[src/rtl/input_debounce.sv]
// Per-channel switch debouncer: two-flop synchronizer, stability counter,
// registered debounced level plus rise/fall pulses and a rise-driven toggle.
module input_debounce #(
  parameter int unsigned WIDTH           = 8,
  parameter int unsigned DEBOUNCE_CYCLES = 4
) (
  input  logic             i_clk,
  input  logic             i_rst,
  input  logic [WIDTH-1:0] i_DATA,
  output logic [WIDTH-1:0] o_DATA,
  output logic [WIDTH-1:0] o_RISE,
  output logic [WIDTH-1:0] o_FALL,
  output logic [WIDTH-1:0] o_TOGGLE
);

  localparam int unsigned   CntW    = $clog2(DEBOUNCE_CYCLES + 1);
  localparam logic [CntW-1:0] CntLast = CntW'(DEBOUNCE_CYCLES - 1);

  logic [WIDTH-1:0]           sync1_q, sync2_q;
  logic [WIDTH-1:0][CntW-1:0] cnt_q, cnt_d;
  logic [WIDTH-1:0]           data_q, data_d;
  logic [WIDTH-1:0]           rise_q, fall_q, toggle_q;

  // Bring the asynchronous switch levels into the clock domain.
  always_ff @(posedge i_clk or posedge i_rst) begin
    if (i_rst) begin
      sync1_q <= '0;
      sync2_q <= '0;
    end else begin
      sync1_q <= i_DATA;
      sync2_q <= sync1_q;
    end
  end

  // Count consecutive disagreeing samples; commit the new level on the last one.
  always_comb begin
    data_d = data_q;
    cnt_d  = '0;
    for (int b = 0; b < WIDTH; b++) begin
      if (sync2_q[b] != data_q[b]) begin
        if (cnt_q[b] == CntLast) begin
          data_d[b] = sync2_q[b];
        end else begin
          cnt_d[b] = cnt_q[b] + CntW'(1);
        end
      end
    end
  end

  // Debounced level, edge pulses and toggle all update on the commit edge.
  always_ff @(posedge i_clk or posedge i_rst) begin
    if (i_rst) begin
      cnt_q    <= '0;
      data_q   <= '0;
      rise_q   <= '0;
      fall_q   <= '0;
      toggle_q <= '0;
    end else begin
      cnt_q    <= cnt_d;
      data_q   <= data_d;
      rise_q   <= data_d & ~data_q;
      fall_q   <= ~data_d & data_q;
      toggle_q <= toggle_q ^ (data_d & ~data_q);
    end
  end

  assign o_DATA   = data_q;
  assign o_RISE   = rise_q;
  assign o_FALL   = fall_q;
  assign o_TOGGLE = toggle_q;

endmodule
[config.mk]
export PLATFORM = sky130hd
export DESIGN_NAME = input_debounce
export DESIGN_NICKNAME = d
export VERILOG_FILES = /design/src/rtl/input_debounce.sv
export SDC_FILE = /design/constraint.sdc
export NUM_CORES = 1
export LEC_CHECK = 0
export CORE_AREA = 4 4 63 93
export CTS_CLUSTER_DIAMETER = 60
export DETAILED_ROUTE_END_ITERATION = 8
export DIE_AREA = 0 0 67 97
export PLACE_DENSITY = 0.87
export REMOVE_ABC_BUFFERS = 1
export SLEW_MARGIN = 20
export SYNTH_ARGS = -nofsm -noshare
export SYNTH_HDL_FRONTEND = slang
export SYNTH_SLANG_ARGS = --single-unit
[constraint.sdc]
create_clock -name i_clk -period 3.3 [get_ports i_clk]
set_clock_uncertainty 0.05 [all_clocks]
set_input_delay 0.66 -clock i_clk [delete_from_list [all_inputs] [get_ports i_clk]]
set_output_delay 0.66 -clock i_clk [all_outputs]
set_load 0.1 [all_outputs]
; ---- After elaboration in Yosys (flattened, before gate mapping)
; Cells that the tools add are included.
; Widths: inputs -> output; s select.
[word_totals]
ff_bits = 72
latchBits = 0
mem_bits_rw = 0
romBits = 0
in_bits = 10
output_inout_bits = 32
word_cells = 75
memories = 0
[classes]
add_sub_neg = 8
n_mul = 0
n_div = 0
magnitude_cmp = 0
n_eq_ne = 16
n_shift = 0
mux = 32
bitwise = 5
n_reduce_logical = 0
[ops]
columns = op, count
row1 = $mux 3, 16
row2 = $add 3x1->3 const B, 8
row3 = $eq 3x2->1 const B, 8
row4 = $and 8x8->8, 2
row5 = $mux 1, 16
row6 = $not 8->8, 2
row7 = $ne 1x1->1, 8
row8 = $xor 8x8->8, 1

; ---- Depth between registers and ports, before layout
; Gate-level depths: netlist (run 1).
[depth]
depth_word = 5
mapped_depth = 3
mapped_depth_nobuf = 3

; ---- Worst setup path after synthesis (run 1)
; No wires, ideal clock.
[synth_path]
path_kind = flip-flop to output port
startpoint = reg data_q[0] (netlist: o_DATA[0])
endpoint = out o_DATA[0]
arrival_ps = 941
required_time_ps = 2590
setup_slack_ps = 1649
path_stages_with_launch = 1
path_cell_list = dfrtp_1
[synth_lines]
columns = element, line_no
row1 = start: declaration, 21  ; logic [WIDTH-1:0] data_q, data_d;
row2 = start signal: assignment, 60  ; data_q <= data_d;
row3 = end: declaration, 10  ; output logic [WIDTH-1:0] o_DATA,
; No word-level cell between the ends.

; ---- Worst setup path after layout (run 1)
[layout_path]
startpoint = reg data_q[1] (netlist: o_DATA[1])
endpoint = out o_DATA[1]
; No word-level cell between the ends.

==> impl_table.tex, run 1 <==
\begin{tabular}{lr}
\hline
Metric & Value \\
\hline
\multicolumn{2}{l}{\textbf{Timing}} \\
\quad Final max-slew violation count & 0 \\
\quad Final TNS setup & 0 ns \\
\quad Unrepaired setup endpoints after global routing & no \\
\quad Worst-margin pin slew & between 0.6 and 0.7 ns \\
\quad Worst setup margin & roughly 1.5 ns \\
\quad Number of setup violations in the final report & 0 \\
\quad Remaining max-slew budget at the tightest pin & 54.4\% \\
\quad Period minus WS final & 1.79 ns \\
\quad Post-route clock period utilization & 54.2\% \\
\quad Max Clk Rate & 559 MHz \\
\quad Final hold violations & 0 \\
\multicolumn{2}{l}{\textbf{Worst setup path}} \\
\quad Biggest cell delay along the critical path & 0.42 ns \\
\quad CP arrival & 1.08 ns \\
\quad Critical path buffer and inverter count & 1 \\
\quad Max FO, Critical Path & 5 \\
\quad Cell-by-cell trace of the critical path & buf\_4 \\
\quad Kind of launch point of the worst setup path & register \\
\quad Kind of cell with the highest combined delay on the critical path & flip-flops \\
\quad Startpoint-to-endpoint class of the critical path & register to output port \\
\quad Worst path slowest cell & sky130\_fd\_sc\_hd\_\_dfrtp\_1 \\
\quad Data required time at the worst endpoint & 2.59 ns \\
\quad Critical Path End Type & output port \\
\multicolumn{2}{l}{\textbf{Placement}} \\
\quad Worst slack, placed & around 1.5 ns \\
\quad Weighted congestion reported at the end of routability-driven placement & 0.741 \\
\quad Post-DP HPWL & 2530 um \\
\quad Count of input and output buffers & 41 \\
\quad Area of placed instances & 3000 um\^{}2 \\
\multicolumn{2}{l}{\textbf{Routing}} \\
\quad First-iteration detailed-routing DRC count & 14 \\
\quad Met1 routed wirelength after detailed routing & 1520 um \\
\quad Total met3 wirelength after detailed routing & 183 um \\
\quad Overall via count from detail\_route & 1,358 \\
\quad Total detailed-routing wirelength & 3630 um \\
\quad Average wire length per cell after detail routing & 12.9 um \\
\quad Remaining routing DRC violations & 0 \\
\quad First-pass iteration count of the detailed router & 3 \\
\quad Drt via density & 4.82 \\
\quad Total length of routed met2 wires & 1780 um \\
\quad Top Metal Used & met4 \\
\quad Antenna viol nets, final & 0 \\
\multicolumn{2}{l}{\textbf{Global routing}} \\
\quad Vias in the first global route & 1,423 \\
\quad Antenna violations before repair & 0 \\
\quad Pin count of the biggest net entering global routing & 40 \\
\quad GRT Util Overall & 13.3\% \\
\quad Remaining Overflow, GRT & 0 \\
\quad Wire length of the first global-routing pass & 6300 um \\
\multicolumn{2}{l}{\textbf{Floorplanning}} \\
\quad Die width & 67 um \\
\quad Row Count & 32 \\
\quad Core region area & 5080 um\^{}2 \\
\quad Area of the die & 6500 um\^{}2 \\
\quad IO Pins & 42 \\
\quad Die H & between 90 and 100 um \\
\quad Starting utilization of the core area & 50.4\% \\
\multicolumn{2}{l}{\textbf{CTS}} \\
\quad Clock latency reported for the late side of the worst-skew pair & 0.34 ns \\
\quad Maximum clock path buffer count & 2 \\
\quad Clock transition at the registers of the reported paths & 0.08 ns \\
\quad Clock tree root buffer cell & sky130\_fd\_sc\_hd\_\_clkbuf\_8 \\
\quad Post-cts resize count & 0 \\
\quad Clock tree from TritonCTS & built \\
\quad Sinks on Clock Net & 72 \\
\quad Number of hold buffers added after cts & 0 \\
\quad Number of H-tree levels & 3 \\
\quad Number of buffers created by CTS & 9 \\
\quad Number of buffers added for setup after CTS & 0 \\
\multicolumn{2}{l}{\textbf{Layout}} \\
\quad Final std cell area, no fill & about 3200 um\^{}2 \\
\quad Proportion of layout cells with a drive suffix above 1 & 28.0\% \\
\quad Commonest non-fill, non-tap cell in the layout & sky130\_fd\_sc\_hd\_\_dfrtp\_1 \\
\quad Area growth from synthesis to layout & 25.6\% \\
\quad Highest-count cells in the layout ignoring fill and taps & sky130\_fd\_sc\_hd\_\_dfrtp\_1 (72), sky130\_fd\_sc\_hd\_\_buf\_4 (32), sky130\_fd\_sc\_hd\_\_nor3b\_1 (16) \\
\quad Number of filler cells placed in the layout & 394 \\
\quad Diode insertion count for antenna repair & 0 \\
\quad Final layout net count & 227 \\
\multicolumn{2}{l}{\textbf{Run status}} \\
\quad Result of the run & complete, no violations \\
\multicolumn{2}{l}{\textbf{Logic synthesis}} \\
\quad Avg Synthesized Cell Area & 16.4 um\^{}2 \\
\quad Synthesized flop and latch total & around 70 \\
\quad Sequential area share after synthesis & 70.3\% \\
\quad Synthesized instance count & 156 \\
\quad Post-synthesis cell area & 2560 um\^{}2 \\
\quad Distinct cell type count after synthesis & 15 \\
\quad Total of warnings raised by yosys & 0 \\
\multicolumn{2}{l}{\textbf{Run}} \\
\quad Max\_cap viols & 0 \\
\multicolumn{2}{l}{\textbf{Worst hold path}} \\
\quad Hold/Removal Path Class & register to register \\
\hline
\end{tabular}
[logic make-up after synthesis]
kind of cell	Yosys count	synth area share, %
xor+xnor	16	6.35
buf+inv	1	0.146
mux	8	3.52
fa+ha+maj	8	3.91
simple gates	51	15.8
flops	72	70.3
[area by class of cell]
type                    instances  area (um^2)  share of cell area, %
flip-flops and latches         72         1800                   56.0
multi-input cells              83          757                   23.5
repair buffers                 42          350                   10.9
clock buffers                  11          141                   4.39
well taps                      68         85.1                   2.64
clock inverters                 5         80.1                   2.49
inverters                       1         3.75                  0.117
[cells in the mapped netlist]
cell type	n	share of area (%)
sky130_fd_sc_hd__inv_1	1	0.15
sky130_fd_sc_hd__nand2b_1	3	0.73
sky130_fd_sc_hd__nor2b_1	6	1.5
sky130_fd_sc_hd__nor3b_1	16	4.7
sky130_fd_sc_hd__xor2_2	3	1.9
sky130_fd_sc_hd__and3b_1	5	1.7
sky130_fd_sc_hd__and4bb_1	5	2.4
sky130_fd_sc_hd__xor2_1	5	1.7
sky130_fd_sc_hd__ha_1	8	3.9
sky130_fd_sc_hd__dfrtp_1	72	70
sky130_fd_sc_hd__and4bb_2	3	1.5
sky130_fd_sc_hd__mux2_1	8	3.5
sky130_fd_sc_hd__nor2b_2	5	1.7
sky130_fd_sc_hd__xnor2_1	8	2.7
sky130_fd_sc_hd__nor3_1	8	1.6
[routing by layer]
metal	global-route usage, %	up-vias
met1	16.1	673
met3	3.14	10
li1	-	642
met2	19.8	33
met5	0	-
met4	10.5	0
[per-stage QoR]
stage                     utilization [%]  cells  hold WS [ns]
after floorplan                         -    156         0.281
after global placement               59.0    266         0.281
after detailed placement             59.0    266         0.288
after CTS                            63.3    282         0.301
after global routing                 63.3    282         0.308
final                                63.3    282         0.295
[sequential cells by signal, indices dropped and copies added, names as in the netlist]
name and flops:
sync1_q 8, o_DATA 8, o_TOGGLE 8, o_FALL 8, cnt_q 24, o_RISE 8, sync2_q 8
[path summary, 6_finish.rpt]
kind	slack (ns)	end	start	depth (start not counted)
setup / recovery	1.51	o_DATA[1]	o_DATA[1]	1
hold / removal	0.30	sync2_q[7]	sync1_q[7]	0
setup reg to reg	2.02	o_DATA[7]	cnt_q[21]	3
hold reg to reg	0.30	sync2_q[7]	sync1_q[7]	0
max in group asynchronous	1.87	cnt_q[16]	i_rst	3
min in group asynchronous	0.70	sync2_q[7]	i_rst	2
Power of run 1 is left out: the tool's default activity adds up to more than one toggle a clock period on the data nets, which glitch-free logic cannot reach.
==> run 2: changes to the inputs <==
clock period = 1.8 ns   (was 3.3 ns; I/O delays follow)
==> run 2 against run 1 <==
  * Die area stayed put
  * Core utilization is 6.8 points higher
  * First-iteration DRC count is 140% higher
  * Hold slack worse by 0.0025 ns
  * Via count is 0.88% higher
  * Worst setup slack worse by 1.1 ns
  * Critical path depth stayed put
  * Wire length is 4.2% higher
  * Critical endpoint unchanged
  * Largest cell class unchanged
==> impl_table.tex, run 2 (same netlist as run 1, synthesis figures left out) <==
\begin{tabular}{lr}
\hline
Metric & Value \\
\hline
\multicolumn{2}{l}{\textbf{Worst hold path}} \\
\quad Worst Hold End & sync2\_q[2] \\
\quad Worst hold path startpoint & sync1\_q[2] \\
\quad Cells on Worst Hold Path & 0 (unchanged) \\
\quad Hold/Removal Path Class & register to register \\
\multicolumn{2}{l}{\textbf{Layout}} \\
\quad Multi-input gate area & 757 um\^{}2 (unchanged) \\
\quad Proportion of layout cells with a drive suffix above 1 & 25.9\% (-2.1 points) \\
\quad Diode insertion count for antenna repair & 0 (unchanged) \\
\quad Final core occ & 70.2\% (+6.8 points) \\
\quad Number of flip-flops in the largest register & 24 (unchanged) \\
\quad Highest-count cells in the layout ignoring fill and taps & sky130\_fd\_sc\_hd\_\_dfrtp\_1 (72), sky130\_fd\_sc\_hd\_\_buf\_12 (33), sky130\_fd\_sc\_hd\_\_nor3b\_1 (16) \\
\quad Sequential Area & 1800 um\^{}2 (unchanged) \\
\quad Area growth from synthesis to layout & 39.2\% \\
\quad Biggest register & cnt\_q \\
\quad Number of filler cells placed in the layout & 336 (-15\%) \\
\quad Final layout net count & 227 (unchanged) \\
\quad Commonest non-fill, non-tap cell in the layout & sky130\_fd\_sc\_hd\_\_dfrtp\_1 \\
\multicolumn{2}{l}{\textbf{Timing}} \\
\quad Tightest hold margin & 0.293 ns (-0.00252 ns) \\
\quad Worst setup margin & 0.379 ns (-1.13 ns) \\
\quad Final hold violations & 0 (unchanged) \\
\quad Unrepaired setup endpoints after global routing & no \\
\quad Final max-slew violation count & 0 (unchanged) \\
\quad Period minus WS final & between 1 and 1.5 ns \\
\quad Worst-margin pin slew & 0.365 ns (-0.318 ns) \\
\quad Number of setup violations in the final report & 0 (unchanged) \\
\quad Max Clk Rate & 704 MHz \\
\quad Post-route clock period utilization & 78.9\% \\
\quad Remaining max-slew budget at the tightest pin & 75.7\% (+21 points) \\
\multicolumn{2}{l}{\textbf{CTS}} \\
\quad Number of buffers created by CTS & 9 (unchanged) \\
\quad Number of hold buffers added after cts & 0 (unchanged) \\
\quad Maximum clock path buffer count & 2 (unchanged) \\
\quad Clock tree from TritonCTS & built \\
\quad Sinks on Clock Net & 72 (unchanged) \\
\quad Clock transition at the registers of the reported paths & 0.07 ns (about the same) \\
\quad Post-cts resize count & 0 (unchanged) \\
\quad Clock tree root buffer cell & sky130\_fd\_sc\_hd\_\_clkbuf\_8 \\
\quad Number of buffers added for setup after CTS & 0 (unchanged) \\
\quad Clock latency reported for the late side of the worst-skew pair & 0.34 ns (about the same) \\
\quad Number of H-tree levels & 3 (unchanged) \\
\multicolumn{2}{l}{\textbf{Floorplanning}} \\
\quad Row Count & 32 (unchanged) \\
\quad Area of the die & 6500 um\^{}2 (unchanged) \\
\quad Starting utilization of the core area & 50.4\% (unchanged) \\
\quad Die width & 67 um (unchanged) \\
\quad Die H & 97 um (unchanged) \\
\quad Core region area & 5080 um\^{}2 (unchanged) \\
\quad IO Pins & 42 (unchanged) \\
\multicolumn{2}{l}{\textbf{Worst setup path}} \\
\quad Data required time at the worst endpoint & 1.39 ns (-1.20 ns) \\
\quad Critical Path End Type & output port \\
\quad Kind of cell with the highest combined delay on the critical path & flip-flops \\
\quad Kind of launch point of the worst setup path & register \\
\quad Critical register-to-register path startpoint & cnt\_q[12] \\
\quad Startpoint-to-endpoint class of the critical path & register to output port \\
\quad CP arrival & 1.01 ns (-0.07 ns) \\
\quad Launching element of the worst setup path & o\_DATA[1] \\
\quad Critical path buffer and inverter count & 1 (unchanged) \\
\quad Worst Reg-to-Reg Cells & 3 (unchanged) \\
\quad Cell-by-cell trace of the critical path & buf\_12 \\
\quad Worst path slowest cell & sky130\_fd\_sc\_hd\_\_dfrtp\_1 \\
\quad Max FO, Critical Path & 5 (unchanged) \\
\quad Biggest cell delay along the critical path & 0.46 ns (+0.04 ns) \\
\quad Worst reg2reg setup slack & 0.54 ns (-1.48 ns) \\
\quad Destination of the worst register-to-register timing path & o\_DATA[4] \\
\multicolumn{2}{l}{\textbf{Power}} \\
\quad Net switching power of the design & 2800 uW \\
\quad Combinational power share & 46.4\% \\
\quad Internal power component & 3760 uW \\
\quad Leakage power & between 0.0015 and 0.002 uW \\
\quad Clock share of power & approximately 17\% \\
\quad Total power divided by cell area & 1840 nW/um\^{}2 \\
\quad Switching fraction of total power & 42.6\% \\
\quad Maximum vdd ir drop & 1260 uV \\
\quad Sequential fraction of design power & 36.2\% \\
\multicolumn{2}{l}{\textbf{Routing}} \\
\quad Drt via density & 4.89 (+1.6\%) \\
\quad Antenna viol nets, final & 0 (unchanged) \\
\quad Remaining routing DRC violations & 0 (unchanged) \\
\quad First-pass iteration count of the detailed router & 3 (unchanged) \\
\quad Average wire length per cell after detail routing & 13.5 um (+4.9\%) \\
\quad First-iteration detailed-routing DRC count & 34 (+20) \\
\quad Total detailed-routing wirelength & 3780 um (+4.2\%) \\
\quad Overall via count from detail\_route & 1,370 (+0.88\%) \\
\multicolumn{2}{l}{\textbf{Global routing}} \\
\quad Antenna violations before repair & 0 (unchanged) \\
\quad Vias in the first global route & 1,462 (+2.7\%) \\
\quad Pin count of the biggest net entering global routing & 73 (+83\%) \\
\quad Remaining Overflow, GRT & 0 (unchanged) \\
\quad Wire length of the first global-routing pass & 6700 um (+6.4\%) \\
\quad GRT Util Overall & 14.2\% (+0.94 points) \\
\multicolumn{2}{l}{\textbf{Run status}} \\
\quad Result of the run & complete, no violations \\
\multicolumn{2}{l}{\textbf{Placement}} \\
\quad Worst slack, placed & 0.545 ns (-0.919 ns) \\
\quad Post-DP HPWL & 2650 um (+4.8\%) \\
\quad Count of input and output buffers & 41 (unchanged) \\
\quad Weighted congestion reported at the end of routability-driven placement & 0.717 (-3.2\%) \\
\multicolumn{2}{l}{\textbf{Run}} \\
\quad Max\_cap viols & 0 (unchanged) \\
\hline
\end{tabular}
run 2: cell type report:
| cell class | count | area share, % |
|---|---|---|
| clock buffer | 13 | 3.89 |
| clock inverter | 1 | 0.842 |
| inverter | 1 | 0.105 |
| multi-input combinational | 83 | 21.2 |
| sequential | 72 | 50.5 |
| tap | 68 | 2.39 |
| timing repair buffer | 42 | 21.0 |
run 2: routing by layer:
metal  vias to the layer above  track usage (%)  share of wire [%]
met5                         -                0                  0
met4                         0             8.44                2.7
met3                         9             6.50                6.0
met2                        34             21.5                 52
met1                       691             16.1                 39
li1                        636                -                  -
run 2: worst max path at each step:
stage                     slack, ns  cells past startpoint         to
after floorplan               -0.43                      1   cnt_q[0]
after global placement         0.59                      3  o_DATA[4]
after detailed placement       0.55                      3  o_DATA[4]
after CTS                      0.34                      1  o_DATA[1]
after global routing           0.31                      1  o_DATA[1]
final                          0.38                      1  o_DATA[1]
run 2: per-stage QoR:
| stage | power [uW] | area (um^2) | cells | TNS, ns |
|---|---|---|---|---|
| 2_1_floorplan | 4300 | 2560 | 156 | -31.31 |
| 5_1_grt | 6880 | 3570 | 280 | 0 |
| 4_1_cts | 6650 | 3570 | 280 | 0 |
| 3_3_place_gp | 5400 | 3400 | 266 | 0 |
| 3_5_place_dp | 5470 | 3400 | 266 | 0 |
| 6_report | 6560 | 3570 | 280 | 0 |
run 2: power groups by stage:
stage / sequential [uW] / clock, uW / combinational [uW]
2_1_floorplan: 3720 / 0 / 579
3_3_place_gp: 2380 / 0 / 3020
3_5_place_dp: 2410 / 0 / 3060
4_1_cts: 2380 / 1190 / 3080
5_1_grt: 2430 / 1270 / 3180
6_report: 2380 / 1140 / 3040
No activity file was read; power rests on OpenSTA's default activity.
